File: src/rtl/memshare_regfile_pkg.sv
// memshare_regfile_pkg: Type-0 word layout, field helpers and shared constants
package memshare_regfile_pkg;

  localparam int T0_SHIFT_W = 3;
  localparam int T0_DELTA_W = 3;
  localparam int T0_W       = T0_SHIFT_W + T0_DELTA_W + 1;
  localparam int SHIFT_LSB  = 0;
  localparam int DELTA_LSB  = T0_SHIFT_W;
  localparam int GTR_BIT    = T0_SHIFT_W + T0_DELTA_W;

  localparam logic [T0_W-1:0] TYPE0_ZERO_WORD = '0;

  typedef struct packed {
    logic                  gtr;
    logic [T0_DELTA_W-1:0] delta;
    logic [T0_SHIFT_W-1:0] shift;
  } type0_t;

  function automatic logic [T0_W-1:0] pack_type0(type0_t f);
    logic [T0_W-1:0] w;
    w = TYPE0_ZERO_WORD;
    w[SHIFT_LSB +: T0_SHIFT_W] = f.shift;
    w[DELTA_LSB +: T0_DELTA_W] = f.delta;
    w[GTR_BIT] = f.gtr;
    return w;
  endfunction

  function automatic type0_t unpack_type0(logic [T0_W-1:0] w);
    type0_t f;
    f.shift = w[SHIFT_LSB +: T0_SHIFT_W];
    f.delta = w[DELTA_LSB +: T0_DELTA_W];
    f.gtr   = w[GTR_BIT];
    return f;
  endfunction

  // Clears only the delta field; shift and isGtr pass through untouched.
  function automatic logic [T0_W-1:0] mask_delta(logic [T0_W-1:0] w, logic flush);
    type0_t f;
    f = unpack_type0(w);
    f.delta = flush ? '0 : f.delta;
    return pack_type0(f);
  endfunction

endpackage

File: src/rtl/memshare_rdport_pipe.sv
// memshare_rdport_pipe: one read port -- bypass, range check, fixed-latency pipeline with delta flush
module memshare_rdport_pipe
  import memshare_regfile_pkg::*;
#(
  parameter int ADDR_W   = 5,
  parameter int PAGE_NUM = 32,
  parameter int RD_CYCLE = 1
) (
  input  logic              sys_clk,
  input  logic              rst,
  input  logic              delta_flush,
  input  logic              req,
  input  logic [ADDR_W-1:0] addr,
  input  logic [T0_W-1:0]   tap,
  input  logic              we,
  input  logic [ADDR_W-1:0] waddr,
  input  logic [T0_W-1:0]   wdata,
  output logic              vld,
  output logic              err,
  output logic [T0_W-1:0]   word
);

  logic                oor;
  logic [T0_W-1:0]     cap;
  logic [RD_CYCLE-1:0] vld_q, err_q, vin, ein;
  logic [T0_W-1:0]     word_q [RD_CYCLE];
  logic [T0_W-1:0]     win    [RD_CYCLE];

  // Stage inputs: stage 0 takes the captured read (zero word when out of range, write data on a same-edge hit)
  always_comb begin
    oor = int'(addr) >= PAGE_NUM;
    cap = oor ? TYPE0_ZERO_WORD : (we && waddr == addr) ? wdata : tap;
    vin[0] = req;
    ein[0] = req && oor;
    win[0] = cap;
    for (int i = 1; i < RD_CYCLE; i++) begin
      vin[i] = vld_q[i-1];
      ein[i] = err_q[i-1];
      win[i] = word_q[i-1];
    end
  end

  // Each stage loads data only behind a valid, so the output word holds between reads; flush zeroes every delta
  always_ff @(posedge sys_clk)
    if (rst) begin
      vld_q <= '0;
      err_q <= '0;
      for (int i = 0; i < RD_CYCLE; i++) word_q[i] <= TYPE0_ZERO_WORD;
    end else begin
      vld_q <= vin;
      err_q <= ein;
      for (int i = 0; i < RD_CYCLE; i++) word_q[i] <= mask_delta(vin[i] ? win[i] : word_q[i], delta_flush);
    end

  assign vld  = vld_q[RD_CYCLE-1];
  assign err  = err_q[RD_CYCLE-1];
  assign word = word_q[RD_CYCLE-1];

endmodule

File: src/rtl/memshare_regfile_mport.sv
// memshare_regfile_mport: multi-port Type-0 L1PA shift/delta register file
module memshare_regfile_mport
  import memshare_regfile_pkg::*;
#(
  parameter int SHIFT_BITWIDTH      = 3,
  parameter int DELTA_BITWIDTH      = 3,
  parameter int SEQ_PTR_BITWIDTH    = 1,
  parameter int TYPE0_ADDR_BITWIDTH = 5,
  parameter int TYPE0_PAGE_NUM      = 32,
  parameter int NUM_RD_PORTS        = 4,
  parameter int REGFILE_RD_CYCLE    = 1,
  localparam int W = SHIFT_BITWIDTH + DELTA_BITWIDTH + 1,
  localparam int A = TYPE0_ADDR_BITWIDTH
) (
  input  logic                                sys_clk,
  input  logic                                rst,
  input  logic                                deltaPipe_rst,
  input  logic [NUM_RD_PORTS-1:0]             rd_req_i,
  input  logic [NUM_RD_PORTS*A-1:0]           rd_addr_i,
  output logic [NUM_RD_PORTS-1:0]             rd_vld_o,
  output logic [NUM_RD_PORTS-1:0]             rd_err_o,
  output logic [NUM_RD_PORTS*SHIFT_BITWIDTH-1:0] l1pa_shift_o,
  output logic [NUM_RD_PORTS*DELTA_BITWIDTH-1:0] shift_delta_o,
  output logic [NUM_RD_PORTS-1:0]             isGtr_o,
  input  logic                                regType0_we_i,
  input  logic [A-1:0]                        regType0_waddr_i,
  input  logic [W-1:0]                        regType0_wdata_i
);

  if (SEQ_PTR_BITWIDTH != 1 || SHIFT_BITWIDTH != T0_SHIFT_W || DELTA_BITWIDTH != T0_DELTA_W ||
      TYPE0_PAGE_NUM > 2**A || NUM_RD_PORTS < 1 || REGFILE_RD_CYCLE < 1) begin : g_bad_cfg
    $error("memshare_regfile_mport: unsupported parameter set");
  end

  logic [T0_W-1:0] mem [TYPE0_PAGE_NUM];

  // Page store: writes outside the implemented pages and writes during reset are dropped
  always_ff @(posedge sys_clk)
    if (!rst && regType0_we_i && int'(regType0_waddr_i) < TYPE0_PAGE_NUM) mem[regType0_waddr_i] <= regType0_wdata_i;

  for (genvar p = 0; p < NUM_RD_PORTS; p++) begin : g_port
    logic [T0_W-1:0] word;
    type0_t          f;
    memshare_rdport_pipe #(
      .ADDR_W  (A),
      .PAGE_NUM(TYPE0_PAGE_NUM),
      .RD_CYCLE(REGFILE_RD_CYCLE)
    ) u_pipe (
      .sys_clk    (sys_clk),
      .rst        (rst),
      .delta_flush(deltaPipe_rst),
      .req        (rd_req_i[p]),
      .addr       (rd_addr_i[p*A +: A]),
      .tap        (mem[rd_addr_i[p*A +: A]]),
      .we         (regType0_we_i),
      .waddr      (regType0_waddr_i),
      .wdata      (regType0_wdata_i),
      .vld        (rd_vld_o[p]),
      .err        (rd_err_o[p]),
      .word       (word)
    );
    assign f = unpack_type0(word);
    assign l1pa_shift_o[p*SHIFT_BITWIDTH +: SHIFT_BITWIDTH]  = f.shift;
    assign shift_delta_o[p*DELTA_BITWIDTH +: DELTA_BITWIDTH] = f.delta;
    assign isGtr_o[p] = f.gtr;
  end

endmodule

File: config.mk
export PLATFORM = sky130hd
export DESIGN_NAME = memshare_regfile_mport
export DESIGN_NICKNAME = d
export VERILOG_FILES = /design/src/rtl/memshare_regfile_pkg.sv /design/src/rtl/memshare_rdport_pipe.sv /design/src/rtl/memshare_regfile_mport.sv
export SDC_FILE = /design/constraint.sdc
export NUM_CORES = 1
export LEC_CHECK = 0
export BUFFER_PORTS_ARGS = -buffer_cell sky130_fd_sc_hd__buf_2
export CORE_MARGIN = 3
export CORE_UTILIZATION = 65
export DETAILED_ROUTE_END_ITERATION = 8
export PLACE_DENSITY_LB_ADDON = 0.25
export SYNTH_ARGS = -nofsm -noshare
export SYNTH_HDL_FRONTEND = slang
export SYNTH_SLANG_ARGS = --single-unit
File: constraint.sdc
create_clock -name sys_clk -period 3.47 [get_ports sys_clk]
set_clock_uncertainty 0.1 [all_clocks]
set_input_delay 0.8675 -clock sys_clk [delete_from_list [all_inputs] [get_ports sys_clk]]
set_output_delay 0.8675 -clock sys_clk [all_outputs]
set_load 0.05 [all_outputs]
* Word-level counts from Yosys, hierarchy flattened
Memory sizes are Yosys's and may differ from the RTL's.
Index checks and enable logic that the tools add are counted.
** Storage, ports and cells
- Bits of input ports :: 40
- Memories :: 5
- Bits in registers :: 4
- Word-level logic and storage cells :: 48
- RAM bits :: 252
** Operators by class
- Equal/unequal tests :: 4
- Reduce and logical (&&, ||, !) cells :: 10
- Multiplexer cells :: 25
** Memories
- mem :: words 32, bits a word 7, read ports 4, clocked after Yosys merged registers in 0, wr ports 1, RTL line memshare_regfile_mport.sv:35 : logic [T0_W-1:0] mem [TYPE0_PAGE_NUM];
- g_port[0].u_pipe.word_q :: words 1, bits a word 7, read ports 1, clocked after Yosys merged registers in 0, wr ports 1, RTL line memshare_rdport_pipe.sv:26 : logic [T0_W-1:0] word_q [RD_CYCLE];
- g_port[1].u_pipe.word_q :: words 1, bits a word 7, read ports 1, clocked after Yosys merged registers in 0, wr ports 1, RTL line memshare_rdport_pipe.sv:26
- g_port[2].u_pipe.word_q :: words 1, bits a word 7, read ports 1, clocked after Yosys merged registers in 0, wr ports 1, RTL line memshare_rdport_pipe.sv:26
- g_port[3].u_pipe.word_q :: words 1, bits a word 7, read ports 1, clocked after Yosys merged registers in 0, wr ports 1, RTL line memshare_rdport_pipe.sv:26
** Operator list (number)
- $mux W7 :: 12
- $reduce_or A7 Y1 :: 4
- $eq A5 B5 Y1 :: 4
- $mux W3 :: 4
- $mux W1 :: 9
- $logic_and A1 B1 Y1 :: 5
- $logic_not A1 Y1 :: 1

* Longest topological paths before layout
Gate-level depths: netlist of the first run.
- Word-level depth :: 6
- Depth in mapped cells :: 9

* Cells and area by module
A second synthesis of the first run with hierarchy kept.
** Second synthesis, totals
- Cells, all modules :: 816
- Area, all modules :: 15616.2 sq um
** By module, submodules not included
- memshare_regfile_mport :: sequential area each 6726.5 sq um, times used 1, cells an instance 644, area an instance 13979.7 sq um
- memshare_rdport_pipe :: sequential area each 160.2 sq um, times used 4, cells an instance 43, area an instance 409.1 sq um

* Least setup slack after synthesis of the first run
OpenSTA, ideal clock, no wires.
- Kind :: input to register
- Start :: input port rd_addr_i[5]
- End :: memory g_port[1].u_pipe.word_q[0][0] (netlist bit)
- Data required time :: 3.238 ns
- Stages on the path :: 7
- Path buffers :: 2
- Slack :: 0.914 ns
- Data arrival time :: 2.324 ns
- Path through :: buf_4 buf_6 mux4_2 a22oi_1 nand4_1 a221oi_1 nor3_1
** Between the ends
- Longest elaborated chain between the ends :: 5
- Elaborated cells between the ends (all ways) :: 6
- Classes of those cells :: 1 x eq/ne; 3 x mux; 1 x reduce/logical; 1 x memory
** Ends and longest elaborated chain
- start, declared :: RTL line memshare_regfile_mport.sv:19 : input logic [NUM_RD_PORTS*A-1:0] rd_addr_i,
- branches (longest 2 deep; another with $mem_v2 Z32 W7)
- $mux W7 * :: RTL line memshare_rdport_pipe.sv:32 : cap = oor ? TYPE0_ZERO_WORD : (we && waddr == addr) ? wdata : tap;
- $mux W7 * :: RTL line memshare_rdport_pipe.sv:52 : for (int i = 0; i < RD_CYCLE; i++) word_q[i] <= mask_delta(vin[i] ? win[i] : word_q[i], delta_flush);
- $mux W7 (no source line) *
- end, declared :: RTL line memshare_rdport_pipe.sv:26
Mark *: on every way between the ends.

* Final worst setup path of the first run
- Start :: input port rd_addr_i[2]
- End :: memory g_port[0].u_pipe.word_q[0][2] (netlist bit)
** Between the ends
- Longest elaborated chain between the ends :: 5
- Elaborated cells between the ends (all ways) :: 6
- Classes of those cells :: 1 x eq/ne; 3 x mux; 1 x reduce/logical; 1 x memory
** Ends and longest elaborated chain (RTL line)
- branches (longest 2 deep; another with $mem_v2 Z32 W7)
- $mux W7 * :: memshare_rdport_pipe.sv:32
- $mux W7 * :: memshare_rdport_pipe.sv:52
- $mux W7 (no source line) *
- end, declared :: memshare_rdport_pipe.sv:26
Marks and branches as above.

==> metrics.txt, run 1 <==
Cells after DPL=~1,400; status=finished with violations; crit-path max FO=16; IO Count=76; Slew headroom=between 30 and 40%; Final Routed Wirelength=roughly 53,000 µm; Seq/Total Area, Yosys=between 40% and 50%; cts hold-fix bufs=0; layout cells sized above 1=roughly 33%; Metal-1 WL=around 17,000 µm; final number of setup-violating endpoints=0; Setup CP Type=in -> reg; cts repair resizes=0; met2 WL=about 23,000 µm; Setup crit end kind=flip-flop; Mapped Cells=about 1,100; Synth Flop Type=edfxtp_1; max_cap viols=0; Clock Latency Late Sink=0.55 ns; setup TNS=0 ns; setup slack after layout=about 0.7 ns; Longest Clk Path Bufs=3; vias in the first global route=roughly 11,000; initial antenna violation count=2; GPL Wtd Cong=~1.1; largest net degree at the start of global routing=45; routed len/inst=around 35 µm; Mapped Area=roughly 0.016 mm²; commonest non-fill, non-tap cells in the layout=edfxtp_1 (224), mux4_2 (186), mux2i_1 (119); Req. time, crit path=3.82 ns; post-synthesis area per instance=between 10 and 15 µm²; DP HPWL=about 38,000 µm; #FFs+latches synth=256; CTS tree=built; DR vias/cell=approximately 8; Tmin final=roughly 2.8 ns; DRT Pass-1 Iters=9; Remaining DRCs=2; Area after DPL=between 0.015 and 0.02 mm²; number of enable flip-flop cells after synthesis=roughly 220; r2r setup slk=1.15 ns; cell chain of the critical path=buf_2 > buf_12 > xor2_1 > nor4_1 > and3_1 > a221oi_1 > nand2_1 > a311oi_1; Hold Fails Final Rpt=0; Final Max Slew Viols=0; Routed Antenna Nets=0; pre-CTS setup slack=roughly 0.23 ns; die height=roughly 160 µm; initial drt markers=around 2,100; Starting Density=roughly 67%; Via Count=11,947; die area=about 0.027 mm²; Area Overhead vs Synth=10.43%; post-synthesis async set-or-reset flop share=0%; violated checks=DRC; Clock Sinks=between 200 and 300; crit share post-route=between 70% and 80%; hold_ws=0.3683 ns; Syn. warnings=0; commonest non-fill, non-tap cell in the layout=edfxtp_1; Hold/Removal Path Class=reg -> reg; worst-margin pin slew=about 0.94 ns; Cell variety after synth=53; GRT Overall Usage=slightly above 40%; max layer used=met5; fill cell count=between 1,000 and 1,500; Largest delay share family, worst path=compound AO/OA/AOI/OAI gates; grt total ovfl=0; VDD IR max=around 0.00044 V; crit-path max cell delay=approximately 0.66 ns; RSZ-0062 raised after global routing=no; global-route wire length before repair=just under 80,000 µm; crit path DAT=3.12 ns; Startpoint Class=input pin; num rows=56; final cell count without fillers=1,498; number of setup buffers added after CTS=0; clk slew on worst S/H paths=about 0.060 ns; Total Nets Final=1,198; pwr dens=411.0 mW/mm²; Port-buffer cells=71; crit path buf inv count=2; core area=about 0.024 mm²; design area=0.01772 mm²; CTS Buf Count=26; Chip Width=roughly 160 µm; DR WL met3=9224 µm; P_leak=around 6 nW; Max Fclk=360.3 MHz; H-tree depth=1; root buf cell=clkbuf_16; CP max-delay cell=a221oi_1
cell usage after synthesis, types with 17 or more instances:
cell	number	area (µm²)
nor2_1	60	225.2
a22oi_1	31	232.7
nor2b_1	23	143.9
dfxtp_1	32	640.6
buf_4	33	247.7
mux2i_1	119	1191
buf_2	39	195.2
o21ai_0	17	85.08
a21oi_1	17	85.08
mux4_2	186	4189
nand2_1	53	198.9
edfxtp_1	224	6726
clkbuf_1	23	86.33
layer usage:
metal	up-vias	track usage [%]
li1	4656	-
met1	5830	56.22
met2	1255	60.19
met3	204	14.15
met4	2	16.15
met5	-	0
final timing paths:
kind | from | endpoint | depth (start not counted)
setup / recovery | rd_addr_i[2] | g_port[0].u_pipe.word_q[0][2] | 8
hold / removal | g_port[3].u_pipe.word_q[0][1] | g_port[3].u_pipe.word_q[0][1] | 2
setup reg to reg | mem[30][0] | g_port[1].u_pipe.word_q[0][0] | 6
hold reg to reg | g_port[3].u_pipe.word_q[0][1] | g_port[3].u_pipe.word_q[0][1] | 2
final cells by class:
type	instances	area [µm²]	area share (%)
multi-input combinational	712	7991	45.10
sequential	256	7367	41.57
timing repair buffer	157	1141	6.439
clock buffer	33	698.2	3.940
tap	319	399.1	2.252
clock inverter	15	102.6	0.5790
inverter	5	18.77	0.1059
antenna	1	2.502	0.01412
stage by stage:
step	total power, mW	util (%)
final	7.284	74.17
after global routing	7.472	74.17
after CTS	7.262	74.16
after detailed placement	4.617	70.81
after global placement	4.602	70.81
after floorplan	4.258	-
where the power goes:
part / total [mW] / internal [mW] / switching [mW]
clock network: 2.69 / 1.49 / 1.20
logic: 1.16 / 0.455 / 0.709
registers: 3.43 / 3.39 / 0.0365
total: 7.28 / 5.34 / 1.94
cells by family (layout without fill, tap and decap cells):
logic type / after synthesis / in the layout / share of synthesized area (%)
multiplexers: 317 / 317 / 35.12
flip-flops: 256 / 256 / 45.91
AND/OR/NAND/NOR: 215 / 215 / 6.667
AO/OA/AOI/OAI: 156 / 156 / 6.830
buffers and inverters: 116 / 210 / 4.359
XOR/XNOR: 20 / 20 / 1.092
other: 1 / 5 / 0.02337
flip-flops by register name, summed over array words and instances (netlist names):
name	cells
g_port.u_pipe.word_q	28
mem	224
g_port.u_pipe.vld	4
worst register-to-register path: stages (launching register included):
cell and delay, ns:
edfxtp_1 0.47, mux4_2 0.52, a22oi_1 0.24, nand4_1 0.21
a221oi_1 0.43, buf_4 0.20, nor3_1 0.04
Note: power is estimated with default switching activity, not from simulation.
==> inputs of run 2 (changes only) <==
- CORE_UTILIZATION: 65 -> 63
- clock period: 3.47 -> 2.8 ns (I/O delays scaled with it)
==> metrics.txt, run 2 (synthesized netlist as in run 1, its figures left out) <==
GRT Overall Usage=around 40%; Final Max Slew Viols=0; Slew headroom=about two fifths; Starting Density=between 60 and 70%; worst-margin pin slew=around 0.88 ns; global-route wire length before repair=about 80,000 µm; layout cells sized above 1=a little under two fifths; Clock Latency Late Sink=0.55 ns; max reg flops=between 200 and 250; final number of setup-violating endpoints=0; number of setup buffers added after CTS=0; cts hold-fix bufs=0; clk slew on worst S/H paths=~0.06 ns; largest net degree at the start of global routing=38; Hold/Removal Path Class=reg -> reg; RSZ-0062 raised after global routing=no; crit path DAT=approximately 2.7 ns; Util after Layout=75.01%; Startpoint Class=input pin; commonest non-fill, non-tap cells in the layout=edfxtp_1 (224), mux4_2 (186), buf_4 (137); Port-buffer cells=71; Final Routed Wirelength=about 54,000 µm; max_cap viols=0; multi-input logic area=between 0.007 and 0.008 mm²; Setup CP Type=in -> reg; commonest non-fill, non-tap cell in the layout=edfxtp_1; fill cell count=roughly 1,500; CTS tree=built; Setup crit end kind=flip-flop; core area=0.02468 mm²; Area Overhead vs Synth=15.35%; Routed Antenna Nets=0; Total Nets Final=~1,300; switching pwr=between 2 and 2.5 mW; VDD IR max=0.0005568 V; hold_ws=~0.38 ns; grt met3 use=11.90%; largest register by flop count=mem; CTS Buf Count=27; Clock Sinks=256; cts repair resizes=0; Via Count=12,317; crit-path max FO=11; Most Crowded Layer GR=met2; Int Power=a little under 7 mW; die height=~170 µm; sequential power share=a little under half; r2r setup slk=around 0.58 ns; design area=0.01851 mm²; die area=~0.027 mm²; GR Util met1=54.95%; DRT Pass-1 Iters=5; sw frac=between 20% and 30%; grt total ovfl=0; num rows=57; DR vias/cell=7.810; initial antenna violation count=1; met2 global-route usage=roughly three fifths; Hold Fails Final Rpt=0; crit share post-route=86.05%; IO Count=76; Max Fclk=around 420 MHz; routed len/inst=roughly 34 µm; Area after DPL=~0.018 mm²; Comb pwr share=between 10% and 20%; pwr dens=around 510 mW/mm²; final total power=between 9 and 10 mW; Req. time, crit path=between 3 and 4 ns; Longest Clk Path Bufs=3; root buf cell=clkbuf_16; Tmin final=between 2 and 2.5 ns; Chip Width=about 170 µm; clock power share=a little under two fifths; FF+latch area=approximately 0.0074 mm²; P_leak=around 6.6 nW; initial drt markers=2,042; vias in the first global route=11,856; H-tree depth=1; status=finished, final reports clean; Remaining DRCs=0; GPL Wtd Cong=~1.1; DP HPWL=between 40,000 and 50,000 µm
==> run 2: cell types whose count changed in the layout (fill, tap and decap cells not counted), moves of 2 or more <==
cell / before / now
buf_4: 76 / 137
buf_12: 11 / 23
clkbuf_1: 6 / 2
bufinv_16: 1 / 3
clkinv_1: 6 / 4
clkinv_4: 0 / 2
==> run 2: per-stage QoR <==
stage          worst slack, ns  cells  setup TNS, ns
3_5_place_dp          0.003803   1527              0
5_1_grt                 0.3651   1576              0
4_1_cts                 0.4574   1576              0
6_report                0.3906   1577              0
2_1_floorplan           0.4118   1084              0
3_3_place_gp          -0.01396   1527       -0.01396
==> run 2: final cells by class <==
class                   instances  share of cell area (%)
multi-input cells             712                   43.17
flip-flops and latches        256                   39.80
repair buffers                230                   9.936
clock buffers                  30                   3.765
well taps                     324                   2.190
clock inverters                19                   1.021
inverters                       5                  0.1014
diodes                          1                 0.01352
==> run 2: worst max-delay path, stage by stage <==
cell and delay (ns):
buf_2 0.20, buf_4 0.27, mux4_2 0.54, o22ai_1 0.40, a211oi_1 0.10, a221oi_1 0.41
nor3_1 0.10
==> run 2: final timing paths <==
| kind | from | to | cells after the start |
|---|---|---|---|
| worst max-delay path | rd_addr_i[5] | g_port[1].u_pipe.word_q[0][1] | 7 |
| worst min-delay path | g_port[3].u_pipe.word_q[0][1] | g_port[3].u_pipe.word_q[0][1] | 2 |
| worst min register to register | g_port[3].u_pipe.word_q[0][1] | g_port[3].u_pipe.word_q[0][1] | 2 |
| worst max register to register | mem[12][1] | g_port[1].u_pipe.word_q[0][1] | 5 |
==> run 2: per-layer routing <==
metal	share of wire, %	routed length [µm]
met1	34	18560
met4	6.3	3388
met3	15	8328
met5	0.024	13
met2	44	23880
==> run 2: power by group through the flow <==
stage                     Clock, mW  Combinational (mW)  Sequential [mW]
after floorplan                   0               0.870             4.41
after global placement            0                1.48             4.32
after detailed placement          0                1.51             4.32
after CTS                      3.59                1.51             4.24
after global routing           3.75                1.61             4.25
final                          3.59                1.56             4.25
